===== src/rtl/lms_fir_serial_pkg.sv =====
// Shared fixed-point format constants and FSM state encoding for the serial LMS FIR.
package lms_fir_serial_pkg;

    localparam int NB_DATA_DEF  = 32;
    localparam int NBF_DATA_DEF = 16;

    // Guard bits that keep an N-tap sum of Q(NB_DATA) products from wrapping.
    function automatic int acc_guard_bits(input int n_taps);
        return $clog2(n_taps);
    endfunction

    typedef enum logic [1:0] {
        ST_IDLE,
        ST_FILTER,
        ST_ERROR,
        ST_UPDATE
    } state_t;

endpackage


===== src/rtl/lms_fir_serial_mac.sv =====
// Saturating truncation helper and the single time-shared multiplier of the LMS FIR.
module SatTruncFP #(
    parameter int NB_IN   = 64,
    parameter int NBF_IN  = 32,
    parameter int NB_OUT  = 32,
    parameter int NBF_OUT = 16
) (
    input  logic signed [NB_IN-1:0]  i_data,
    output logic signed [NB_OUT-1:0] o_data
);
    localparam int SHIFT = NBF_IN - NBF_OUT;

    logic signed [NB_IN-1:0] shifted;
    logic                    fits;

    // Arithmetic shift drops fraction bits, i.e. truncates toward minus infinity.
    assign shifted = i_data >>> SHIFT;
    assign fits    = (&shifted[NB_IN-1:NB_OUT-1]) | ~(|shifted[NB_IN-1:NB_OUT-1]);

    always_comb begin
        if (fits)
            o_data = shifted[NB_OUT-1:0];
        else if (shifted[NB_IN-1])
            o_data = {1'b1, {(NB_OUT-1){1'b0}}};
        else
            o_data = {1'b0, {(NB_OUT-1){1'b1}}};
    end
endmodule

module lms_mac_unit
    import lms_fir_serial_pkg::*;
#(
    parameter int NB_DATA  = NB_DATA_DEF,
    parameter int NBF_DATA = NBF_DATA_DEF
) (
    input  logic                      i_sel_update,
    input  logic signed [NB_DATA-1:0] i_h,
    input  logic signed [NB_DATA-1:0] i_e,
    input  logic signed [NB_DATA-1:0] i_x,
    output logic signed [NB_DATA-1:0] o_prod
);
    logic signed [NB_DATA-1:0]   coef_op;
    logic signed [2*NB_DATA-1:0] prod_full;

    assign coef_op   = i_sel_update ? i_e : i_h;
    assign prod_full = (2*NB_DATA)'(coef_op) * (2*NB_DATA)'(i_x);

    SatTruncFP #(
        .NB_IN  (2*NB_DATA),
        .NBF_IN (2*NBF_DATA),
        .NB_OUT (NB_DATA),
        .NBF_OUT(NBF_DATA)
    ) u_st (
        .i_data(prod_full),
        .o_data(o_prod)
    );
endmodule


===== src/rtl/lms_fir_serial.sv =====
// N-tap adaptive FIR with LMS update, one multiply per cycle through lms_mac_unit.
module lms_fir_serial
    import lms_fir_serial_pkg::*;
#(
    parameter int NB_DATA  = NB_DATA_DEF,
    parameter int NBF_DATA = NBF_DATA_DEF,
    parameter int N_TAPS   = 8,
    parameter int MU_SHIFT = 4
) (
    input  logic                        i_clk,
    input  logic                        i_rst,
    input  logic                        i_valid,
    input  logic [NB_DATA-1:0]          i_x,
    input  logic [NB_DATA-1:0]          i_d,
    input  logic                        i_adapt,
    input  logic                        i_clear,
    input  logic [$clog2(N_TAPS)-1:0]   i_coef_addr,
    output logic                        o_ready,
    output logic                        o_valid,
    output logic [NB_DATA-1:0]          o_y,
    output logic [NB_DATA-1:0]          o_e,
    output logic [NB_DATA-1:0]          o_coef,
    output logic                        o_overrun
);
    localparam int            KW     = $clog2(N_TAPS);
    localparam int            NB_ACC = NB_DATA + acc_guard_bits(N_TAPS);
    localparam logic [KW-1:0] K_LAST = KW'(N_TAPS - 1);

    state_t                    state, state_nxt;
    logic [KW-1:0]             k;
    logic signed [NB_DATA-1:0] x_line [N_TAPS];
    logic signed [NB_DATA-1:0] h      [N_TAPS];
    logic signed [NB_DATA-1:0] d_reg, e_reg;
    logic                      adapt_reg;
    logic signed [NB_ACC-1:0]  acc;
    logic                      last_tap;
    logic signed [NB_DATA-1:0] prod_q, delta, y_sat, e_sat, h_new;
    logic signed [NB_DATA:0]   err_wide, h_sum;

    assign last_tap = (k == K_LAST);

    always_ff @(posedge i_clk) begin
        if (i_rst)
            state <= ST_IDLE;
        else
            state <= state_nxt;
    end

    always_comb begin
        state_nxt = state;
        o_ready   = 1'b0;
        case (state)
            ST_IDLE: begin
                o_ready = 1'b1;
                if (i_valid)
                    state_nxt = ST_FILTER;
            end
            ST_FILTER: if (last_tap) state_nxt = ST_ERROR;
            ST_ERROR:  state_nxt = adapt_reg ? ST_UPDATE : ST_IDLE;
            ST_UPDATE: if (last_tap) state_nxt = ST_IDLE;
            default:   state_nxt = ST_IDLE;
        endcase
    end

    lms_mac_unit #(
        .NB_DATA (NB_DATA),
        .NBF_DATA(NBF_DATA)
    ) u_mac (
        .i_sel_update(state == ST_UPDATE),
        .i_h         (h[k]),
        .i_e         (e_reg),
        .i_x         (x_line[k]),
        .o_prod      (prod_q)
    );

    SatTruncFP #(
        .NB_IN(NB_ACC), .NBF_IN(NBF_DATA), .NB_OUT(NB_DATA), .NBF_OUT(NBF_DATA)
    ) u_sat_y (
        .i_data(acc),
        .o_data(y_sat)
    );

    assign err_wide = {d_reg[NB_DATA-1], d_reg} - {y_sat[NB_DATA-1], y_sat};

    SatTruncFP #(
        .NB_IN(NB_DATA + 1), .NBF_IN(NBF_DATA), .NB_OUT(NB_DATA), .NBF_OUT(NBF_DATA)
    ) u_sat_e (
        .i_data(err_wide),
        .o_data(e_sat)
    );

    assign delta = prod_q >>> MU_SHIFT;
    assign h_sum = {h[k][NB_DATA-1], h[k]} + {delta[NB_DATA-1], delta};

    SatTruncFP #(
        .NB_IN(NB_DATA + 1), .NBF_IN(NBF_DATA), .NB_OUT(NB_DATA), .NBF_OUT(NBF_DATA)
    ) u_sat_h (
        .i_data(h_sum),
        .o_data(h_new)
    );

    always_ff @(posedge i_clk) begin
        if (i_rst) begin
            k         <= '0;
            acc       <= '0;
            d_reg     <= '0;
            e_reg     <= '0;
            adapt_reg <= 1'b0;
            o_valid   <= 1'b0;
            o_y       <= '0;
            o_e       <= '0;
            o_coef    <= '0;
            o_overrun <= 1'b0;
            for (int unsigned i = 0; i < N_TAPS; i++) begin
                x_line[i] <= '0;
                h[i]      <= '0;
            end
        end else begin
            o_valid <= 1'b0;
            o_coef  <= (int'(i_coef_addr) < N_TAPS) ? h[i_coef_addr] : '0;
            if (i_valid && state != ST_IDLE)
                o_overrun <= 1'b1;

            case (state)
                ST_IDLE: begin
                    // Clear and acceptance may coincide: the sample is then filtered with h = 0.
                    if (i_clear)
                        for (int unsigned i = 0; i < N_TAPS; i++)
                            h[i] <= '0;
                    if (i_valid) begin
                        x_line[0] <= i_x;
                        for (int unsigned i = 1; i < N_TAPS; i++)
                            x_line[i] <= x_line[i-1];
                        d_reg     <= i_d;
                        adapt_reg <= i_adapt;
                        acc       <= '0;
                        k         <= '0;
                    end
                end
                ST_FILTER: begin
                    acc <= acc + NB_ACC'(prod_q);
                    k   <= last_tap ? '0 : k + KW'(1);
                end
                ST_ERROR: begin
                    o_y     <= y_sat;
                    o_e     <= e_sat;
                    e_reg   <= e_sat;
                    o_valid <= 1'b1;
                    k       <= '0;
                end
                ST_UPDATE: begin
                    h[k] <= h_new;
                    k    <= last_tap ? '0 : k + KW'(1);
                end
                default: k <= '0;
            endcase
        end
    end
endmodule


===== config.mk =====
export PLATFORM = sky130hd
export DESIGN_NAME = lms_fir_serial
export DESIGN_NICKNAME = d
export VERILOG_FILES = /design/src/rtl/lms_fir_serial_pkg.sv /design/src/rtl/lms_fir_serial_mac.sv /design/src/rtl/lms_fir_serial.sv
export SDC_FILE = /design/constraint.sdc
export NUM_CORES = 2
export LEC_CHECK = 0
export ABC_AREA = 1
export ABC_CLOCK_PERIOD_IN_PS = 15300
export BUFFER_PORTS_ARGS = -buffer_cell sky130_fd_sc_hd__buf_2
export CAP_MARGIN = 20
export CORE_UTILIZATION = 50
export DETAILED_ROUTE_END_ITERATION = 16
export GPL_TIMING_DRIVEN = 1
export PLACE_DENSITY = 0.66
export SKIP_LAST_GASP = 1
export SLEW_MARGIN = 20
export SYNTH_ARGS = -nofsm -noshare
export SYNTH_HDL_FRONTEND = slang
export SYNTH_SLANG_ARGS = --single-unit

===== constraint.sdc =====
create_clock -name i_clk -period 15.3 [get_ports i_clk]
set_input_delay 3.825 -clock i_clk [delete_from_list [all_inputs] [get_ports i_clk]]
set_output_delay 3.825 -clock i_clk [all_outputs]
set_load 0.02 [all_outputs]

# Yosys cells after proc, flatten, opt, wreduce, memory -nomap -nowiden
# Memories as Yosys holds them, arrays and structs flattened. A register that Yosys moved wholly into a read port is not among the register bits.
# Index checks and enable logic that the tools add are counted.
[totals]
input_bits = 72
register_bits = 139
out_inout_bits = 99
memories = 2
mem_bits_rw = 512
elab_cells = 121
[op_classes]
n_addsub = 4
mux = 57
bitwise = 24
eq_ne = 7
mul = 1
reduce_logical = 17
[mem_list]
columns = ["memory", "depth", "width", "rd", "rd_ports_with_merged_regs", "write_ports", "line", "source"]
rows = [
  ["h", 8, 32, 2, 2, 8, "lms_fir_serial.sv:32", "logic signed [NB_DATA-1:0] h [N_TAPS];"],
  ["x_line", 8, 32, 8, 1, 8, "lms_fir_serial.sv:31", "logic signed [NB_DATA-1:0] x_line [N_TAPS];"],
]
[op_table]
columns = ["operator", "n"]
rows = [
  ["$mux 32", 26],
  ["$pmux 35 s2", 1],
  ["$mul 32x32->64", 1],
  ["$add 35x32->35", 1],
  ["$mux 35", 1],
  ["$add 32x28->33", 1],
  ["$sub 32x32->33", 1],
  ["$reduce_or 32->1", 1],
  ["$mux 3", 7],
  ["$or 1x1->1", 20],
  ["$reduce_and 17->1", 1],
  ["$reduce_or 17->1", 1],
  ["$mux 1", 16],
  ["$pmux 3 s3", 1],
  ["$mux 2", 4],
  ["$pmux 2 s4", 1],
  ["$reduce_and 2->1", 4],
  ["$ne 2x2->1 const B", 3],
  ["$reduce_or 2->1", 3],
  ["$eq 2x2->1 const B", 2],
  ["$not 1->1", 4],
  ["$reduce_and 4->1", 1],
  ["$reduce_bool 2->1", 2],
  ["$reduce_or 4->1", 1],
  ["other kinds (6)", 6],
]

# Longest topological paths before layout
[depth]
word_depth = 13
depth_mapped = 70
mapped_depth_nobuf = 62

# By module
# A second synthesis with hierarchy kept.
[unflattened]
cells_unflattened = 9415
hier_area_um2 = 76802.4
[modules_own_cells]
columns = ["mod", "n_inst", "area_each_um2", "seq_area_each_um2", "cells_per_inst"]
rows = [
  ["lms_mac_unit", 1, 37946.4, 0.0, 4637],
  ["lms_fir_serial", 1, 36784.0, 18858.1, 4442],
  ["SatTruncFP (u_sat_e ...)", 2, 606.8, 0.0, 76],
  ["SatTruncFP (u_mac.u_st)", 1, 454.2, 0.0, 98],
  ["SatTruncFP (u_sat_y)", 1, 404.1, 0.0, 86],
]

# Worst setup path before layout
# OpenSTA, ideal clock, no wires.
[synth_path]
kind = "register to register"
start = "register (tool-made name)"
end = "memory h[0][13] (netlist name) (data pin)"
period_less_slack_ps = 12277
setup_ps = 266
path_slack_ps = 3023
required_ps = 15034
path_buffers = 9
path_stages_with_launch = 61
arrival_ps = 12011
path_cell_list = "dfxtp_1 -> buf_6 -> buf_4 -> buf_2 -> buf_2 -> buf_2 -> a21oi_1 -> o21ai_0 -> o21ai_0 -> nand2_1 -> nand2_1 -> o21ai_1 -> clkbuf_1 -> nor2_1 -> fa_1 -> fa_1 -> fa_1 -> inv_1 -> [... 25 more ...] -> inv_1 -> fa_1 -> nand3b_1 -> nand2_1 -> a21oi_2 -> o21bai_1 -> a21oi_2 -> o21ai_2 -> nand2_1 -> nand2_1 -> a21boi_2 -> o31ai_4 -> xor2_2 -> nor2_4 -> buf_8 -> buf_8 -> a21oi_4 -> nor2_1"
[synth_lines]
columns = ["element", "line"]
rows = [
  ["end, declared", "lms_fir_serial.sv:32"],
]

==> metrics.cfg <==
[worst_setup_path]
slowest_delay_ps=700
crit_type=flop to flop
r2r_slack_ps=780
crit_path_end_kind=flop
required_ps=15670
crit_top_cell=nand2_1
r2r-end=h[5][20]
r2r_cells=56
arrival_ps=14890
crit_slowest_cell=a21oi_4
critPathLaunchType=flop
critPathMaxFanout=34

[global_route]
grt_max_degree=177
overflow=0
grt_pass1_wl_um=358000
grt_pass1_vias=59500
track_usage_pct=32.3
antenna_found_initial=5

[sta]
fin_crit_ps=14520
drv_slew=0
fin_crit_sh_pct=94.9
rsz0062_at_grt=false
max_freq_ghz=0.0689
setup_viol=0
setup-tns-final_ps=0
fin_skew_ps=74.2
tightest_slew_ps=1070
hold_viol_final=0
slew_headroom_pct=28.3

[detailed_routing]
dr_total_vias=59700
drc=4
ant_nets=0
first_pass_iters=12
avgRoutedWirePerCell_um=22.3
avgViaCountPerCell=5.67
drt_iter0_drc=6142
drt_wl_total_um=235000

[synth]
synth-edff-count=512
avgSynthCellArea_sq_um=8.48
synth_cell_types=60
ys_seq_area_share_pct=26.0
yosysTopAreaCell=fa_1
yosys.area_share.simple_pct=14.9
async_flop_share_pct=0
synth.top_cells.by_count=inv_1 (1,586), nor2_1 (1,315), nand2_1 (1,181)
synth_compound_area_share_pct=12.2
synth.area.top_cells=fa_1 (30%), edfxtp_1 (21%), inv_1 (8.2%)
ys_ff_latch=686
netlist_area_sq_um=72600
synth_top_family_by_area=adder cells
muxShareOfSynthArea_pct=0
synthFlopType=edfxtp_1
yosysMostFrequentCell=inv_1
synth_fa_ha_area_share_pct=34.7
synth_warnings=0
synth_nets=9996
synth_xor_area_share_pct=1.42
synth_top_cell_area_share_pct=29.9
synthCells=8560

[run_status]
outcome=finished, violations left
violations=design-rule violations

[cells_and_area]
fin_cells=10500
reg_top3=h (256), x_line (256), acc (35)
regArea_sq_um=18900
syn2layout_area_growth_pct=7.76
multi_input_area_sq_um=46000
nFillCells=13300
drive_gt1_share_pct=7.61
finalNetCount=10000
diodes=0

[clock_tree]
clockBufferDepth=3
post_cts_buffers=0
cts.clk_slew.worst_paths_ps=60
cts_htree_levels=3
clk_latency_ps=720
cts.sinks=686
cts_root_buf=clkbuf_16
cts_resized=0
cts_tree=built
cts_hold_buf=0
cts_buffers=76

[floorplanning]
row_count=139
core_sq_um=144000
die_area_sq_um=147000
io_pins=171
fp.dieW_um=383
die-height_um=383
start_util_pct=50.4

[placement]
dp.cells=10400
io_buffers=170
gp_congestion=1.02
dp_hpwl_um=179000

[hold_path]
hp-class=flop to flop
hold_end=o_overrun
min_path_cells=2
min_from=o_overrun

[run]
maxCapViolCount=0

==> through the flow <==
stage               util (%)  setup slack (ps)  cell area, sq um  hold WS, ps
finish                  54.4               779             78200          462
global route            54.4               105             78200          493
CTS                     54.4               947             78200          465
detailed placement      52.6              1010             75700          450
global placement        52.6              1030             75700          452
floorplan                  -              3020             72600          450
==> worst max-delay path: cells and delay by family (launching register included) <==
| kind | cells | cell delay, ps |
|---|---|---|
| AOI/OAI and AO/OA | 15 | 2730 |
| xor gates and xnor gates | 1 | 310 |
| adders and majority gates | 10 | 4620 |
| buffers and inverters | 12 | 3440 |
| DFF | 1 | 480 |
| and+or+nand+nor | 18 | 2480 |
==> how the worst max path moves through the flow <==
stage / end / startpoint / slack (ps)
6_report: h[5][20] / flop / 780
5_1_grt: h[3][20] / flop / 100
4_1_cts: h[2][22] / flop / 950
3_5_place_dp: h[6][22] / flop / 1010
3_3_place_gp: h[4][17] / flop / 1030
2_1_floorplan: h[0][13] / flop / 3020
==> layout by cell type (no fill, tap or decap), types with 16 or more instances in the layout <==
cell type     n
ha_1        280
inv_1      1572
xor2_1       56
a21oi_1     638
a21oi_2      35
dfxtp_1     171
o21ai_2      26
fa_1       1084
a31oi_1      51
nand2_1    1179
nand3_1      98
nand2_2      22
nand4_1      18
buf_4       172
buf_2       168
clkbuf_1     17
nor2_1     1311
inv_2        16
clkbuf_16    78
edfxtp_1    512
a21oi_4      19
clkinv_1     23
o21ai_1      30
or2_2        37
nor3_1       25
o211ai_1     34
o21ai_0     728
xnor2_1      57
==> routing by layer <==
metal,share of wire (%),vias up,global-route usage [%]
li1,-,26600,-
met1,41,29700,44.7
met2,46,2844,50.9
met3,9.3,527,5.93
met4,3.9,8,11.5
met5,0.024,-,0
==> final cells by class <==
class,instances,share of cell area [%]
flip-flops and latches,686,24.1
repair buffers,351,3.01
inverters,1606,7.72
clock buffers,105,2.75
well taps,1903,3.05
clock inverters,37,0.477
multi-input cells,5843,58.9
==> cell families (layout without fill, tap and decap cells) <==
kind of cell             after synthesis  count (layout)
AND/OR/NAND/NOR                     2736            2736
AO/OA/AOI/OAI                       1628            1628
buffers and inverters               2031            2099
adder cells (fa/ha/maj)             1364            1364
flip-flops                           686             686
XOR/XNOR                             115             115
Power is not shown: default switching activity piles up to over one toggle a cycle in this logic, so the estimate is an artifact.
